## src/rtl/seg7_pkg.sv

```systemverilog
// Shared 7-segment constants (active-high {g,f,e,d,c,b,a}) and digit-select encoding.
package seg7_pkg;

  localparam logic [6:0] SEG_0     = 7'h3F;
  localparam logic [6:0] SEG_1     = 7'h06;
  localparam logic [6:0] SEG_2     = 7'h5B;
  localparam logic [6:0] SEG_3     = 7'h4F;
  localparam logic [6:0] SEG_4     = 7'h66;
  localparam logic [6:0] SEG_5     = 7'h6D;
  localparam logic [6:0] SEG_6     = 7'h7D;
  localparam logic [6:0] SEG_7     = 7'h07;
  localparam logic [6:0] SEG_8     = 7'h7F;
  localparam logic [6:0] SEG_9     = 7'h6F;
  localparam logic [6:0] SEG_BLANK = 7'h00;

  typedef enum logic {
    DIG_UNITS = 1'b0,
    DIG_TENS  = 1'b1
  } dig_sel_e;

  // Active-high one-hot digit enable; bit 0 = units, bit 1 = tens.
  function automatic logic [1:0] digit_en(input dig_sel_e sel);
    return (sel == DIG_TENS) ? 2'b10 : 2'b01;
  endfunction

endpackage

```

## src/rtl/seg7_decode.sv

```systemverilog
// Combinational BCD digit to active-high segment pattern; codes 10..15 are blank.
module seg7_decode
  import seg7_pkg::*;
(
  input  logic [3:0] bcd_i,
  output logic [6:0] seg_o
);

  always_comb begin
    seg_o = SEG_BLANK;
    case (bcd_i)
      4'd0:    seg_o = SEG_0;
      4'd1:    seg_o = SEG_1;
      4'd2:    seg_o = SEG_2;
      4'd3:    seg_o = SEG_3;
      4'd4:    seg_o = SEG_4;
      4'd5:    seg_o = SEG_5;
      4'd6:    seg_o = SEG_6;
      4'd7:    seg_o = SEG_7;
      4'd8:    seg_o = SEG_8;
      4'd9:    seg_o = SEG_9;
      default: seg_o = SEG_BLANK;
    endcase
  end

endmodule

```

## src/rtl/count_seg7_scan.sv

```systemverilog
// Samples a 4-bit up/down count, flags direction/changes/jumps, and scans it as
// two decimal digits onto a multiplexed common-anode display; all outputs registered.
module count_seg7_scan
  import seg7_pkg::*;
#(
  parameter int REFRESH_DIV    = 50000,
  parameter bit SEG_ACTIVE_LOW = 1'b1,
  parameter bit LZ_BLANK       = 1'b1
) (
  input  logic       Clk,
  input  logic       RST,
  input  logic [3:0] CNT_IN,
  output logic [6:0] SEG,
  output logic [1:0] AN,
  output logic       DIR_UP,
  output logic       CHG,
  output logic       JUMP
);

  localparam int              DIV_W    = (REFRESH_DIV > 2) ? $clog2(REFRESH_DIV) : 1;
  localparam logic [DIV_W-1:0] DIV_LAST = DIV_W'(REFRESH_DIV - 1);
  localparam logic [6:0]      SEG_OFF  = SEG_ACTIVE_LOW ? 7'h7F : 7'h00;
  localparam logic [1:0]      AN_OFF   = SEG_ACTIVE_LOW ? 2'b11 : 2'b00;

  logic [3:0]       cnt_q, cnt_d;
  logic             dir_q, dir_d;
  logic             chg_q, chg_d;
  logic             jump_q, jump_d;
  logic             tens_q, tens_d;
  logic [3:0]       units_q, units_d;
  logic [DIV_W-1:0] div_q, div_d;
  dig_sel_e         sel_q, sel_d;
  logic [6:0]       seg_q, seg_d;
  logic [1:0]       an_q, an_d;

  logic [3:0]       cnt_inc, cnt_dec;
  logic [3:0]       dig_bcd;
  logic [6:0]       dig_seg;
  logic [6:0]       seg_act;

  // Sampler: cnt_q is the reference, so 4-bit wrap makes 15->0 an up step.
  always_comb begin
    cnt_inc = cnt_q + 4'd1;
    cnt_dec = cnt_q - 4'd1;
    cnt_d   = cnt_q;
    dir_d   = dir_q;
    chg_d   = 1'b0;
    jump_d  = 1'b0;
    if (CNT_IN != cnt_q) begin
      cnt_d = CNT_IN;
      chg_d = 1'b1;
      if (CNT_IN == cnt_inc) begin
        dir_d = 1'b1;
      end else if (CNT_IN == cnt_dec) begin
        dir_d = 1'b0;
      end else begin
        jump_d = 1'b1;
      end
    end
    tens_d  = (cnt_d >= 4'd10);
    units_d = tens_d ? (cnt_d - 4'd10) : cnt_d;
  end

  always_comb begin
    div_d = div_q + DIV_W'(1);
    sel_d = sel_q;
    if (div_q == DIV_LAST) begin
      div_d = '0;
      sel_d = (sel_q == DIG_UNITS) ? DIG_TENS : DIG_UNITS;
    end
  end

  assign dig_bcd = (sel_q == DIG_TENS) ? {3'b000, tens_q} : units_q;

  seg7_decode u_decode (
    .bcd_i (dig_bcd),
    .seg_o (dig_seg)
  );

  // A blanked tens slot still enables AN[1] so both digits get equal on-time.
  always_comb begin
    seg_act = dig_seg;
    if (LZ_BLANK && (sel_q == DIG_TENS) && !tens_q) begin
      seg_act = SEG_BLANK;
    end
    seg_d = SEG_ACTIVE_LOW ? ~seg_act : seg_act;
    an_d  = SEG_ACTIVE_LOW ? ~digit_en(sel_q) : digit_en(sel_q);
  end

  always_ff @(posedge Clk) begin
    if (RST) begin
      cnt_q   <= 4'd0;
      dir_q   <= 1'b1;
      chg_q   <= 1'b0;
      jump_q  <= 1'b0;
      tens_q  <= 1'b0;
      units_q <= 4'd0;
      div_q   <= '0;
      sel_q   <= DIG_UNITS;
      seg_q   <= SEG_OFF;
      an_q    <= AN_OFF;
    end else begin
      cnt_q   <= cnt_d;
      dir_q   <= dir_d;
      chg_q   <= chg_d;
      jump_q  <= jump_d;
      tens_q  <= tens_d;
      units_q <= units_d;
      div_q   <= div_d;
      sel_q   <= sel_d;
      seg_q   <= seg_d;
      an_q    <= an_d;
    end
  end

  assign SEG    = seg_q;
  assign AN     = an_q;
  assign DIR_UP = dir_q;
  assign CHG    = chg_q;
  assign JUMP   = jump_q;

endmodule

```

## config.mk

```make
export PLATFORM = sky130hd
export DESIGN_NAME = count_seg7_scan
export DESIGN_NICKNAME = d
export VERILOG_FILES = /design/src/rtl/seg7_pkg.sv /design/src/rtl/seg7_decode.sv /design/src/rtl/count_seg7_scan.sv
export SDC_FILE = /design/constraint.sdc
export NUM_CORES = 1
export LEC_CHECK = 0
export CAP_MARGIN = 10
export CELL_PAD_IN_SITES_DETAIL_PLACEMENT = 2
export CELL_PAD_IN_SITES_GLOBAL_PLACEMENT = 2
export CORE_MARGIN = 5
export CORE_UTILIZATION = 31
export CTS_CLUSTER_DIAMETER = 50
export CTS_CLUSTER_SIZE = 20
export DETAILED_ROUTE_END_ITERATION = 12
export MAX_ROUTING_LAYER = met4
export PLACE_DENSITY_LB_ADDON = 0.1
export SYNTH_ARGS = -nofsm -noshare
export SYNTH_HDL_FRONTEND = slang
export SYNTH_SLANG_ARGS = --single-unit
```

## constraint.sdc

```tcl
create_clock -name Clk -period 1.7 [get_ports Clk]
set_input_delay 0.34 -clock Clk [delete_from_list [all_inputs] [get_ports Clk]]
set_output_delay 0.34 -clock Clk [all_outputs]
set_load 0.01 [all_outputs]
```

==> metrics.md, run 1 <==
| Metric | Value |
|---|---|
| Yosys cell types | `32` |
| # port buffers | `17` |
| Die area | `6920 µm²` |
| Worst hold path type | `register to register` |
| DRC errors left | `0` |
| HPWL Detailed | `3370 µm` |
| Commonest non-fill, non-tap cell in the layout | `dfxtp_1` |
| Die Height | `83.2 µm` |
| Slew of the pin with the lowest slew margin | `0.406 ns` |
| Clock skew | `a little over 0.006 ns` |
| Core Footprint | `approximately 5000 µm²` |
| Startpoint Class | `register` |
| Die Wd | `83.2 µm` |
| Mean post-synth cell area | `9.12 µm²` |
| CP arrival | `between 2 and 2.5 ns` |
| Post-Synthesis Net Count | `196` |
| Failing checks | `setup timing` |
| Post-synth top flop | `dfxtp_1` |
| Fin crit share | `106%` |
| Dpl cells | `290` |
| Cell Area, Synth | `about 1700 µm²` |
| Via total after detailed routing | `approximately 1.4k` |
| Seq cells post-synth | `37` |
| Root Driver | `clkbuf_8` |
| Diodes inserted | `0` |
| CTS max path bufs | `2` |
| Post-cts hold buffer count | `0` |
| Setup slack after layout | `-0.0962 ns` |
| Vias in the first global route | `1673` |
| Setup_tns | `-0.636 ns` |
| Initial antenna violation count | `0` |
| Required @ worst endpoint | `1.92 ns` |
| Final Hold Fails | `0` |
| Fmax | `557 MHz` |
| MaxCap Viol Count | `0` |
| Post-DR vias/cell | `4.75` |
| Clock slew at reported path FFs | `0.07 ns` |
| Worst skew pair latency | `0.28 ns` |
| Post-Route WL | `4350 µm` |
| Rel. slew slack | `between 70% and 80%` |
| Minimum clock period | `1.80 ns` |
| DRT iter0 DRCs | `43` |
| Post-layout net count | `242` |
| Area Growth Syn to Fin | `36.5%` |
| TritonCTS clock tree | `done` |
| Pwr dens | `806 nW/µm²` |
| Grt ovf | `0` |
| Proportion of layout cells with a drive suffix above 1 | `between 20 and 25%` |
| Number of flops mapped to enable cells by yosys | `0` |
| Part of the Yosys area used for sequential elements | `44.6%` |
| Yosys warnings | `0` |
| DRT Pass-1 Iters | `3` |
| Unrepaired setup endpoints after global routing | `true` |
| Total CTS buffers | `5` |
| CP max FO | `3` |
| Global-route wire length before repair | `7800 µm` |
| Drt wl/cell | `14.6 µm` |
| Overall routing resource usage | `about 14%` |
| Outcome | `finished with violations` |
| ANT nets after route | `0` |
| Synth Instances | `182` |
| GPL Wtd Cong | `0.844` |
| Post-synth ARST share | `0%` |
| Largest net degree at the start of global routing | `16` |
| Post-layout util | `between 40% and 50%` |
| Non-Filler Instances | `298` |
| Max Slew Vio Count | `0` |
| Peak supply drop | `0.314 mV` |
| TritonCTS Sinks | `37` |
| Kind of end point of the critical path | `register` |
| Static leakage | `0.000857 µW` |
| Std cell rows | `26` |
| Setup CP Type | `register to register` |
| Starting Density | `32.3%` |
| I/O Pins | `18` |
| Final setup fails | `16` |
| CTS H-tree depth | `2` |
| Most frequent cells in the layout | `33 x dfxtp_1, 26 x buf_4, 22 x nor2_1` |
synthesized netlist by cell type (all sizes together) (2+ instances only):
library cell  count  share of area (%)
a21oi             7                2.1
nor2             22                5.0
xor2              4                2.1
nor2b            10                3.8
nand2             7                1.6
nand3             6                1.8
clkbuf            4               0.90
nand2b            6                2.3
inv              11                2.5
nor4              3                1.1
or2               2               0.75
o21ai             9                2.7
or3               6                2.3
a21boi            2               0.90
nor4b             2                1.1
xnor2            18                9.5
or4               2                1.1
dfxtp            37                 45
nor3              5                1.5
ha                8                6.0
worst max-delay path, cell delays in order, from the launching register on:
cell     delay, ns
dfxtp_1       0.32
or4b_1        0.51
or4_4         0.46
or3_1         0.32
a21oi_1       0.13
report_power, final:
part | internal [µW] | switching [µW]
clock | 322 | 298
combinational | 156 | 124
sequential | 905 | 23.7
total | 1380 | 446
cell families (layout without fill, tap and decap cells):
logic type      Yosys count  count (layout)  synth area share (%)
simple gates             74              74                  23.8
compound gates           25              25                  10.1
fa+ha+maj                 8               8                  6.03
flops                    37              37                  44.6
xor+xnor                 22              22                  11.6
buf+inv                  16              62                  3.84
per-stage QoR:
step                      setup slack, ns  area (µm²)  total power, µW  hold WS, ns
after floorplan                   -0.0464        1680             1070        0.417
after global placement             -0.370        2120             1190        0.449
after detailed placement           -0.479        2120             1210        0.461
after CTS                         -0.0965        2210             1840        0.478
after global routing               -0.145        2270             1920        0.472
final                             -0.0962        2270             1830        0.459
cell type report:
type | count | area [µm²]
fill | 586 | 2870
inverter | 11 | 41.3
clock buffer | 7 | 86.3
timing repair buffer | 44 | 384
multi-input combinational | 129 | 922
tap | 70 | 87.6
sequential | 37 | 746
routing by layer:
metal	vias to the layer above	GRT usage (%)	share of wire, %
li1	700	-	-
met5	-	-	0
met2	15	26.8	57
met1	694	13.4	38
met3	6	3.66	3.2
met4	0	4.61	1.3
what timing repair did:
item,in CTS,in global routing
resized for setup,3,11
endpoints found under the setup margin,17,23
buffers inserted,0,1
hold endpoints to repair,0,0
pin swaps,2,3
gates cloned,0,0
sequential cells by signal, summed over array words and instances, names as in the netlist:
signal	cells
sel_q	1
tens_q	1
AN	2
DIR_UP	1
cnt_q	4
CHG	1
units_q	3
div_q	16
SEG	7
JUMP	1
worst paths after layout:
check | slack (ns) | endpoint | start | cells past startpoint
setup / recovery | -0.1 | sel_q$_SDFFE_PP0P_ | div_q[13]$_SDFF_PP0_ | 4
setup reg to reg | -0.1 | sel_q$_SDFFE_PP0P_ | div_q[13]$_SDFF_PP0_ | 4
hold reg to reg | 0.46 | AN[1]$_SDFF_PP1_ | sel_q$_SDFFE_PP0P_ | 1
hold / removal | 0.46 | AN[1]$_SDFF_PP1_ | sel_q$_SDFFE_PP0P_ | 1
Power figures use the tool's default switching activity.
==> inputs of run 2 (changes only) <==
- CTS_CLUSTER_SIZE: 20 -> unset
==> results of run 2 <==
No change in the layout: final DEF, timing and power equal those of run 1.
